--- config.mk ---
export PLATFORM = sky130hd
export DESIGN_NAME = array_match_pipe
export DESIGN_NICKNAME = d
export VERILOG_FILES = /design/src/rtl/array_match_pipe.sv
export SDC_FILE = /design/constraint.sdc
export NUM_CORES = 1
export LEC_CHECK = 0
export BUFFER_PORTS_ARGS = -buffer_cell sky130_fd_sc_hd__buf_2
export CORE_MARGIN = 1
export CORE_UTILIZATION = 30
export DETAILED_ROUTE_END_ITERATION = 12
export GPL_TIMING_DRIVEN = 1
export PLACE_DENSITY_LB_ADDON = 0.05
export SLEW_MARGIN = 20
export SYNTH_ARGS = -nofsm -noshare
export SYNTH_HDL_FRONTEND = slang
export SYNTH_SLANG_ARGS = --single-unit
--- constraint.sdc ---
create_clock -name clk -period 4.9 [get_ports clk]
set_input_delay 0.245 -clock clk [delete_from_list [all_inputs] [get_ports clk]]
set_output_delay 0.245 -clock clk [all_outputs]
set_load 0.1 [all_outputs]
--- src/rtl/array_match_pipe.sv ---
// array_match_pipe
//   Two-stage pipelined array matcher. Each accepted transaction carries SIZE
//   entries (value + per-entry valid), a key and a compare mode. The result
//   appears two cycles after acceptance when there is no backpressure.
//
//   The result is a per-entry match mask, a popcount, the lowest matching
//   index and an any-match flag. A saturating counter tallies delivered
//   results that had any match.
//
// Ports
//   clk, rst_n       clock, asynchronous active-low reset
//   in_valid/ready   input handshake
//   in_value         SIZE*WIDTH packed entries; entry j at [j*WIDTH +: WIDTH]
//   in_entry_vld     per-entry valid; an invalid entry never matches
//   match_value      compare key (unsigned)
//   mode             00 EQ, 01 NE, 10 LT (value < key), 11 GE (value >= key)
//   out_valid/ready  output handshake
//   out_mask         per-entry match mask
//   out_count        popcount of out_mask
//   out_first_idx    lowest set bit of out_mask; 0 when the mask is empty
//   out_any          |out_mask
//   stat_clr         synchronous clear of hit_count; wins over an increment
//   hit_count        saturating count of delivered results with out_any=1
module array_match_pipe #(
  parameter int WIDTH  = 4,
  parameter int SIZE   = 8,
  parameter int STAT_W = 16,
  localparam int IDX_W = $clog2(SIZE),
  localparam int CNT_W = $clog2(SIZE + 1)
) (
  input  logic                    clk,
  input  logic                    rst_n,
  input  logic                    in_valid,
  output logic                    in_ready,
  input  logic [SIZE*WIDTH-1:0]   in_value,
  input  logic [SIZE-1:0]         in_entry_vld,
  input  logic [WIDTH-1:0]        match_value,
  input  logic [1:0]              mode,
  output logic                    out_valid,
  input  logic                    out_ready,
  output logic [SIZE-1:0]         out_mask,
  output logic [CNT_W-1:0]        out_count,
  output logic [IDX_W-1:0]        out_first_idx,
  output logic                    out_any,
  input  logic                    stat_clr,
  output logic [STAT_W-1:0]       hit_count
);

  localparam logic [STAT_W-1:0] STAT_MAX = '1;

  function automatic logic cmp_entry(input logic [WIDTH-1:0] v,
                                     input logic [WIDTH-1:0] k,
                                     input logic [1:0]       m);
    logic r;
    case (m)
      2'b00:   r = (v == k);
      2'b01:   r = (v != k);
      2'b10:   r = (v <  k);
      default: r = (v >= k);
    endcase
    return r;
  endfunction

  function automatic logic [SIZE-1:0] compare_mask(input logic [SIZE*WIDTH-1:0] vals,
                                                   input logic [SIZE-1:0]       vld,
                                                   input logic [WIDTH-1:0]      k,
                                                   input logic [1:0]            m);
    logic [SIZE-1:0] r;
    for (int j = 0; j < SIZE; j++) begin
      r[j] = vld[j] && cmp_entry(vals[j*WIDTH +: WIDTH], k, m);
    end
    return r;
  endfunction

  function automatic logic [CNT_W-1:0] popcount(input logic [SIZE-1:0] m);
    logic [CNT_W-1:0] c;
    c = '0;
    for (int j = 0; j < SIZE; j++) begin
      c = c + CNT_W'(m[j]);
    end
    return c;
  endfunction

  // Scan from the top down so the lowest set bit is the last one written.
  function automatic logic [IDX_W-1:0] first_index(input logic [SIZE-1:0] m);
    logic [IDX_W-1:0] idx;
    idx = '0;
    for (int j = SIZE - 1; j >= 0; j--) begin
      if (m[j]) idx = IDX_W'(j);
    end
    return idx;
  endfunction

  logic            vld_p1;
  logic [SIZE-1:0] mask_p1;
  logic            vld_p2;
  logic [SIZE-1:0] mask_p2;
  logic [CNT_W-1:0] cnt_p2;
  logic [IDX_W-1:0] idx_p2;
  logic            any_p2;

  logic s2_free;
  logic s1_adv;
  logic in_fire;
  logic out_fire;

  // No skid buffer: in_ready follows out_ready combinationally.
  assign s2_free  = !vld_p2 || out_ready;
  assign s1_adv   = vld_p1 && s2_free;
  assign in_ready = !vld_p1 || s2_free;
  assign in_fire  = in_valid && in_ready;
  assign out_fire = vld_p2 && out_ready;

  // ---- Stage 1: compare; key and mode are not kept past this point ----
  always_ff @(posedge clk or negedge rst_n) begin
    if (!rst_n) begin
      vld_p1  <= 1'b0;
      mask_p1 <= '0;
    end else begin
      if (in_fire) begin
        vld_p1  <= 1'b1;
        mask_p1 <= compare_mask(in_value, in_entry_vld, match_value, mode);
      end else if (s1_adv) begin
        vld_p1  <= 1'b0;
      end
    end
  end

  // ---- Stage 2: reduce mask; drives all outputs ----
  always_ff @(posedge clk or negedge rst_n) begin
    if (!rst_n) begin
      vld_p2  <= 1'b0;
      mask_p2 <= '0;
      cnt_p2  <= '0;
      idx_p2  <= '0;
      any_p2  <= 1'b0;
    end else if (s2_free) begin
      vld_p2 <= vld_p1;
      if (vld_p1) begin
        mask_p2 <= mask_p1;
        cnt_p2  <= popcount(mask_p1);
        idx_p2  <= first_index(mask_p1);
        any_p2  <= |mask_p1;
      end
    end
  end

  // ---- Statistics: counts delivered any-match results ----
  always_ff @(posedge clk or negedge rst_n) begin
    if (!rst_n) begin
      hit_count <= '0;
    end else if (stat_clr) begin
      hit_count <= '0;
    end else if (out_fire && any_p2 && (hit_count != STAT_MAX)) begin
      hit_count <= hit_count + 1'b1;
    end
  end

  assign out_valid     = vld_p2;
  assign out_mask      = mask_p2;
  assign out_count     = cnt_p2;
  assign out_first_idx = idx_p2;
  assign out_any       = any_p2;

endmodule

==> flow_summary.yaml, run 1 <==
run_status:
  status: "finished, final reports clean"
yosys:
  ys_ff_latch: 42
  ys.flop_type: "dfrtp_1"
  seq_area_frac_synth_pct: 33.6
  synth_fp_nets: 428
  async_flop_share_pct: 100
  ys_warn_count: 0
  synth_area_per_cell_um2: 9.32
  synth_edf_count: 0
  syn-instance-count: 336
  syn_area_um2: 3130
  synth.distinct_cells: 52
drt:
  drc: 0
  drt_iter0_drc: 67
  vias: 2651
  ant_nets: 0
  wire_per_inst_um: 14.0
  drt_wl_total_mm: 7.77
  drtPass1Iterations: 4
  vias_per_cell: 4.79
grt:
  grt_start_max_net_pins: 43
  grtUsageTotal_pct: 14.9
  antenna_found_initial: 0
  grt_first_pass_wirelength_mm: 13.0
  grt_overflow: 0
  first_global_vias: 2562
setup_path:
  arrival_ns: 3.16
  path_cells: "inv_1, fa_1, fa_1, fa_1, inv_1, ha_1, inv_1, fa_1, xor2_1, o21ai_0"
  crit_start: "mask_p1[1]"
  reg2regPathDepth: 10
  crit_cells: 10
  reg2reg_to: "out_count[2]"
  worstPathMaxFanout: 4
  critPathMaxStageDelay_ns: 0.51
  cp_top_family: "adder cells"
  regToRegSetupSlack_ns: 1.94
  cp_data_required_time_ns: 5.10
  critical_path.slowest_cell: "fa_1"
  r2r_start: "mask_p1[1]"
  worstSetupStartpointType: "flop"
  crit_path_end: "out_count[2]"
  path_buf_inv: 3
  endpoint_kind: "flop"
  cpMostUsedCell: "fa_1"
  crit_type: "flop to flop"
layout:
  drive_above_1_share_pct: 25.7
  num_antenna_cells: 0
  syn_to_final_growth_pct: 22.2
  utilization_pct: 38.4
  fin_nets: 512
pwr:
  p_total_mw: 1.30
  p_leak_nw: 1.93
  power_density_nw_per_um2: 340
  peakVddDrop_uv: 315
cts:
  htree_levels: 2
  tritoncts: "done"
  clk_pin_slew_ns: 0.08
  root_buffer: "clkbuf_8"
  clock_path_buffers: 2
  cts.sinks: 42
  cts_made_buffers: 5
  worst_skew_pair.late_latency_ns: 0.29
  ctsResizeCount: 0
sta:
  slew_headroom_pct: 39.6
  worst_slew_pin_slew_ns: 0.903
  fin_skew_ns: 0.00641
  setup-violations-final: 0
  fmax_ghz: 0.338
  finalMaxSlewViolations: 0
  post-route-period-util_pct: 60.4
  hold_slack_ns: 0.163
  period_minus_slack_ns: 2.96
  rsz0062_at_grt: "false"
  finalHoldViolCount: 0
  tns_ns: 0
floorplan:
  start_util_pct: 31.5
  io_pins: 85
  fp.dieW_um: 104
  rows: 36
  core-area_um2: 9950
  die-area_um2: 10900
  die_y_um: 104
min_path:
  hold_class: "input port to flop"
placement:
  globalplace.congestion: 0.732
  io_buffers: 84
  dp_hpwl_mm: 6.04
run:
  maxCapViolations: 0
-- cells in the mapped netlist, types with 5 or more instances --
| master | n | share of area (%) |
|---|---|---|
| a21oi_1 | 8 | 1.3 |
| nor2_1 | 27 | 3.2 |
| xnor2_1 | 8 | 2.2 |
| nand2_1 | 30 | 3.6 |
| nand3_1 | 15 | 2.4 |
| ha_1 | 37 | 15 |
| nor4b_1 | 5 | 1.4 |
| nor3_1 | 13 | 2.1 |
| mux2i_1 | 7 | 2.2 |
| nand4_1 | 8 | 1.6 |
| clkbuf_1 | 7 | 0.84 |
| o21ai_0 | 23 | 3.7 |
| xor2_1 | 5 | 1.4 |
| inv_1 | 27 | 3.2 |
| dfrtp_1 | 42 | 34 |
| o41ai_1 | 6 | 1.7 |
| nor2b_1 | 12 | 2.4 |
-- state kept, by name (all words and copies together) (netlist names) --
| name | flops |
|---|---|
| out_first_idx | 3 |
| vld_p1 | 1 |
| out_any | 1 |
| out_valid | 1 |
| mask_p1 | 8 |
| out_mask | 8 |
| out_count | 4 |
| hit_count | 16 |
-- worst min path at each step --
| stage | startpoint | endpoint | slack (ns) | cells past startpoint |
|---|---|---|---|---|
| after floorplan | rst_n | hit_count[0] | -0.05 | 0 |
| after global placement | rst_n | hit_count[7] | 0.46 | 1 |
| after detailed placement | rst_n | hit_count[7] | 0.46 | 1 |
| after CTS | rst_n | hit_count[4] | 0.14 | 1 |
| after global routing | in_valid | vld_p1 | 0.18 | 2 |
| final | in_valid | vld_p1 | 0.16 | 2 |
-- routing by layer --
| layer | part of all wire, % | routed length, um | track usage (%) | vias up |
|---|---|---|---|---|
| li1 | - | - | - | 1378 |
| met1 | 53 | 4100 | 22.1 | 1213 |
| met2 | 43 | 3360 | 22.3 | 56 |
| met3 | 3.4 | 265 | 2.76 | 4 |
| met4 | 0.51 | 40 | 3.06 | 0 |
| met5 | 0 | 0 | 0 | - |
-- repair_timing --
action / in CTS / in global routing
hold endpoints to repair: 0 / 20
buffers inserted: 0 / 0
hold buffers: 0 / 1
setup endpoints to repair: 0 / 0
-- area by class of cell --
| cell class | count | area (um^2) |
|---|---|---|
| Tap cell | 133 | 166 |
| Sequential cell | 42 | 1050 |
| Fill cell | 1046 | 6130 |
| Timing Repair Buffer | 86 | 458 |
| Clock inverter | 1 | 30.0 |
| Inverter | 27 | 101 |
| Multi-Input combinational cell | 258 | 1940 |
| Clock buffer | 6 | 82.6 |
-- layout by cell type, fill, tap and decap left out, drive strengths merged, types with 2 or more instances in the layout --
cell type,instances
buf,85
nor4,2
and3,6
inv,27
o41ai,6
a211oi,2
nand2b,4
a21oi,8
o31ai,3
nand4,10
mux2,3
nand3,15
a22o,2
ha,37
o21ai,24
fa,4
xor2,5
nor3,14
nand2,31
a21o,4
and2,2
xnor2,8
o32ai,2
nor4b,7
and4,3
nor2b,12
mux2i,7
clkbuf,6
nor2,27
dfrtp,42
-- metrics by stage --
step                      instances  cell area, um^2  setup WS (ns)
after floorplan                 336             3130           1.93
after detailed placement        544             3680           1.98
final                           553             3830           1.94
after global placement          544             3680           1.98
after CTS                       551             3790           1.92
after global routing            553             3830           1.76
-- cells by family (layout without fill, tap and decap cells) --
logic type	Yosys count	in the layout	share of synthesized area, %
compound gates	58	58	12.5
fa+ha+maj	41	41	17.3
flops	42	42	33.6
xor+xnor	13	13	3.64
mux	10	10	3.44
simple gates	136	136	25.0
buf+inv	36	120	4.59
-- report_power, final --
part | switching, mW | internal [mW]
clock | 0.119 | 0.163
sequential | 0.0374 | 0.394
combinational | 0.445 | 0.142
No activity file was read; power rests on OpenSTA's default activity.
==> run 2: changes to the inputs <==
clock period = 2.4 ns   (was 4.9 ns; I/O delays follow)
==> run 2 against run 1 <==
The run now ends with setup timing left; critical path depth is 1 lower; highest routed layer unchanged; core utilization is 0.65 points higher; sequential power is 100% higher; critical path type unchanged; clock power is 59% higher; wire length is 1.2% lower; total power is 100% higher; non-clock buffer count is 12 higher; register-to-register slack worse by 2.3 ns; via count is 2.2% higher.
==> flow_summary.yaml, run 2 (synthesis gave the netlist of run 1 again) <==
drt:
  wire_per_inst_um: 13.6
  drt_wl_total_mm: 7.67
  ant_nets: 0
  drt_iter0_drc: 92
  drtPass1Iterations: 4
  drc: 0
  vias: 2709
  vias_per_cell: 4.79
run_status:
  status: "complete, but fails checks"
  violations: "setup timing"
layout:
  final_common_cell: "buf_2"
  num_antenna_cells: 0
  fin_nets: 524
  utilization_pct: 39.1
  syn_to_final_growth_pct: 24.3
  final_cell_mix: "84 x buf_2, 41 x dfrtp_1, 36 x ha_1"
  fillerInstances: 1022
  drive_above_1_share_pct: 29.8
  regMostFlops: "hit_count"
  final_cells: 566
  largest_reg_flops: 16
  stdcell_area_um2: 3890
pwr:
  power.switching_mw: 1.26
  p_leak_nw: 1.96
  switching_share_pct: 48.0
  p_int_mw: 1.36
  seqPwrFrac_pct: 33.3
  p_clk_share_pct: 17.2
  p_comb_share_pct: 49.5
  power_density_nw_per_um2: 672
  peakVddDrop_uv: 379
  p_total_mw: 2.62
setup_path:
  cp_data_required_time_ns: 2.62
  worstPathMaxFanout: 2
  path_cells: "inv_2, fa_1, fa_1, fa_2, inv_2, ha_4, inv_2, fa_2, o21ai_1"
  critPathMaxStageDelay_ns: 0.56
  path_buf_inv: 3
  crit_type: "flop to flop"
  worstSetupStartpointType: "flop"
  endpoint_kind: "flop"
  cpMostUsedCell: "inv_2"
  cp_top_family: "adder cells"
  arrival_ns: 3.02
  critical_path.slowest_cell: "fa_1"
grt:
  grtUsageTotal_pct: 15.0
  grt_start_max_net_pins: 31
  grt_overflow: 0
  first_global_vias: 2668
  grt_first_pass_wirelength_mm: 13.1
  antenna_found_initial: 0
cts:
  root_buffer: "clkbuf_8"
  clock_path_buffers: 2
  cts.sinks: 42
  worst_skew_pair.late_latency_ns: 0.29
  cts_made_buffers: 5
  clk_pin_slew_ns: 0.08
  tritoncts: "done"
  htree_levels: 2
placement:
  io_buffers: 84
  dp_hpwl_mm: 6.05
  dpl_worst_slack_ns: -0.440
  placed_area_um2: 3760
  place_inst: 554
  globalplace.congestion: 0.719
floorplan:
  core-area_um2: 9950
  io_pins: 85
  rows: 36
  die_y_um: 104
  start_util_pct: 31.5
  die-area_um2: 10900
  fp.dieW_um: 104
sta:
  fmax_ghz: 0.357
  rsz0062_at_grt: "true"
  fin_skew_ns: 0.00705
  post-route-period-util_pct: 117
  period_minus_slack_ns: 2.80
  tns_ns: -1.21
  hold_slack_ns: 0.0401
  finalHoldViolCount: 0
  final.setup.worst_slack_ns: -0.398
  slew_headroom_pct: 62.9
  finalMaxSlewViolations: 0
  worst_slew_pin_slew_ns: 0.552
  setup-violations-final: 4
run:
  maxCapViolations: 0
min_path:
  hold_class: "input port to flop"
run 2: cell count changes in the layout (fill, tap and decap cells not counted), sizes merged:
cell | before | now
buf | 85 | 97
bufinv | 1 | 0
clkbuf | 6 | 8
run 2: worst paths after layout:
path,startpoint,endpoint,slack [ns],depth (start not counted)
worst max-delay path,mask_p1[0],out_count[1],-0.40,9
worst min-delay path,in_valid,vld_p1,0.04,2
worst max register to register,mask_p1[0],out_count[1],-0.40,9
worst min register to register,out_first_idx[2],out_first_idx[2],0.48,2
max in group asynchronous,rst_n,out_count[2],1.50,3
min in group asynchronous,rst_n,hit_count[7],0.33,2
run 2: cell type report:
cell class              count  area (um^2)  share of cell area (%)
multi-input cells         258         1960                    50.4
clock buffers               8         80.1                    2.06
repair buffers             98          528                    13.6
well taps                 133          166                    4.28
flip-flops and latches     42         1050                    27.1
inverters                  27          101                    2.60
run 2: what timing repair did:
| action | 4_1_cts | 5_1_grt |
|---|---|---|
| buffers inserted | 3 | 0 |
| pin swaps | 4 | 3 |
| cloned | 0 | 0 |
| setup endpoints to repair | 4 | 4 |
| resized for setup | 9 | 0 |
| hold buffers | 1 | 0 |
| hold endpoints to repair | 20 | 0 |
run 2: layer usage:
metal	up-vias	part of all wire [%]	track usage (%)
li1	1398	-	-
met1	1239	52	21.5
met2	70	43	23.3
met3	2	4.2	2.63
met4	0	0.61	3.37
met5	-	0	0
run 2: worst reg2reg max path, delay by kind of cell, from the launching register on:
family	cells	cell delay, ns
flops	1	0.36
buf+inv	3	0.14
compound gates	1	0.13
fa+ha+maj	5	2.09
run 2: power groups by stage:
stage                     Sequential, mW  Combinational [mW]  Clock, mW
after floorplan                     1.43               0.405          0
after global placement             0.886                1.24          0
after CTS                          0.875                1.31      0.467
final                              0.872                1.29      0.449
after detailed placement           0.888                1.24          0
after global routing               0.888                1.42      0.504
==> run 3: changes to the inputs <==
TNS_END_PERCENT = 50   (was not set)
==> run 3 against run 2 <==
Non-clock buffer count decreased by 3; clock skew increased by 0.0051 ns; sequential power about the same; hold slack improved by 0.0031 ns; register-to-register slack improved by 0.02 ns; maximum frequency increased by 0.86%; global-route usage increased by 0.46 points; first-iteration DRC count decreased by 9.8%; clock power increased by 24%; core utilization about the same; critical endpoint unchanged; the flow still finishes with violations (setup timing); largest power group unchanged; sequential cell count unchanged; sequential share of layout area about the same; highest routed layer unchanged.
==> flow_summary.yaml, run 3 (synthesis gave the netlist of run 1 again) <==
run_status:
  status: "complete, but fails checks"
  violations: "setup timing"
layout:
  stdcell_area_um2: 3890
  multi_input_area_um2: 1950
  final_common_cell: "buf_2"
  num_antenna_cells: 0
  fin_nets: 521
  drive_above_1_share_pct: 29.1
  syn_to_final_growth_pct: 24.2
  final_cell_mix: "84 x buf_2, 41 x dfrtp_1, 36 x ha_1"
  utilization_pct: 39.1
  seq_area_um2: 1050
  largest_reg_flops: 16
  final_cells: 563
  fillerInstances: 1043
  regMostFlops: "hit_count"
pwr:
  p_total_mw: 2.70
  power_density_nw_per_um2: 694
  peakVddDrop_uv: 457
  p_leak_nw: 1.96
setup_path:
  arrival_ns: 2.95
  worstSetupStartpointType: "flop"
  crit_type: "flop to flop"
  path_buf_inv: 3
  path_cells: "inv_2, fa_1, fa_1, fa_1, inv_2, ha_4, inv_2, fa_2, o21ai_1"
  critical_path.slowest_cell: "fa_1"
  worstPathMaxFanout: 2
  critPathMaxStageDelay_ns: 0.55
  cp_data_required_time_ns: 2.58
  endpoint_kind: "flop"
  reg2regPathDepth: 9
  r2r_start: "mask_p1[0]"
  cp_top_family: "adder cells"
  regToRegSetupSlack_ns: -0.37
  reg2reg_to: "out_count[1]"
sta:
  setup-violations-final: 4
  post-route-period-util_pct: 116
  fin_skew_ns: 0.0121
  finalMaxSlewViolations: 0
  period_minus_slack_ns: 2.77
  slew_headroom_pct: 62.6
  finalHoldViolCount: 0
  tns_ns: -1.04
  hold_slack_ns: 0.0432
  worst_slew_pin_slew_ns: 0.557
  final.setup.worst_slack_ns: -0.375
  rsz0062_at_grt: "true"
  fmax_ghz: 0.360
min_path:
  hold_class: "input port to flop"
  min_to: "vld_p1"
  min-delay-start: "in_valid"
  holdPathStages: 2
cts:
  htree_levels: 2
  clock_path_buffers: 2
  cts_made_buffers: 5
  root_buffer: "clkbuf_8"
  tritoncts: "done"
  clk_pin_slew_ns: 0.08
  cts.sinks: 42
  worst_skew_pair.late_latency_ns: 0.29
  cts_setup_buffers: 0
placement:
  place_inst: 554
  dpl_worst_slack_ns: -0.445
  globalplace.congestion: 0.715
  io_buffers: 84
  dp_hpwl_mm: 6.19
  placed_area_um2: 3760
drt:
  drt_wl_total_mm: 7.93
  drtPass1Iterations: 4
  drt_iter0_drc: 83
  vias: 2681
  drc: 0
  vias_per_cell: 4.76
  ant_nets: 0
  wire_per_inst_um: 14.1
floorplan:
  die-area_um2: 10900
  rows: 36
  die_y_um: 104
  fp.dieW_um: 104
  io_pins: 85
  start_util_pct: 31.5
  core-area_um2: 9950
grt:
  grt_start_max_net_pins: 31
  grt_overflow: 0
  grtUsageTotal_pct: 15.4
  antenna_found_initial: 0
  grt_first_pass_wirelength_mm: 13.6
  first_global_vias: 2750
run:
  maxCapViolations: 0
-- run 3: how the worst max path moves through the flow --
stage / endpoint / slack [ns] / start / cells past startpoint
5_1_grt: out_count[1] / -0.51 / mask_p1[0] / 9
6_report: out_count[1] / -0.37 / mask_p1[0] / 9
3_3_place_gp: out_count[2] / -0.42 / mask_p1[0] / 10
2_1_floorplan: out_count[2] / -0.35 / mask_p1[0] / 10
3_5_place_dp: out_count[2] / -0.45 / mask_p1[3] / 10
4_1_cts: out_count[1] / -0.44 / mask_p1[3] / 9
-- run 3: layout make-up --
type                    instances  share of cell area, %
inverters                      27                   2.61
well taps                     133                   4.28
flip-flops and latches         42                   27.1
clock buffers                   7                   1.96
repair buffers                 95                   13.0
multi-input cells             258                   50.3
clock inverters                 1                  0.772
-- run 3: routing by layer --
layer	part of all wire [%]	vias up	track usage (%)	routed length (um)
li1	-	1390	-	-
met1	53	1226	21.7	4180
met2	43	61	24.3	3400
met3	3.6	4	2.94	285
met4	0.72	0	3.88	57
met5	0	-	0	0
-- run 3: where the power goes --
part / switching (mW) / leakage [nW] / internal (mW)
clock: 0.247 / 0.0524 / 0.312
sequential: 0.0674 / 0.553 / 0.805
combinational: 0.941 / 1.36 / 0.328
-- run 3: repair_timing --
action,4_1_cts,5_1_grt
gates resized for setup,3,5
endpoints found under the setup margin,4,4
endpoints found under the hold margin,21,0
pin swaps,2,1
hold buffers,1,0
-- run 3: worst register-to-register path: cells and delay by family, from the launching register on --
kind                     cells  cell delay, ns
AO/OA/AOI/OAI                1            0.06
adder cells (fa/ha/maj)      5            2.06
buffers and inverters        3            0.16
flip-flops                   1            0.37
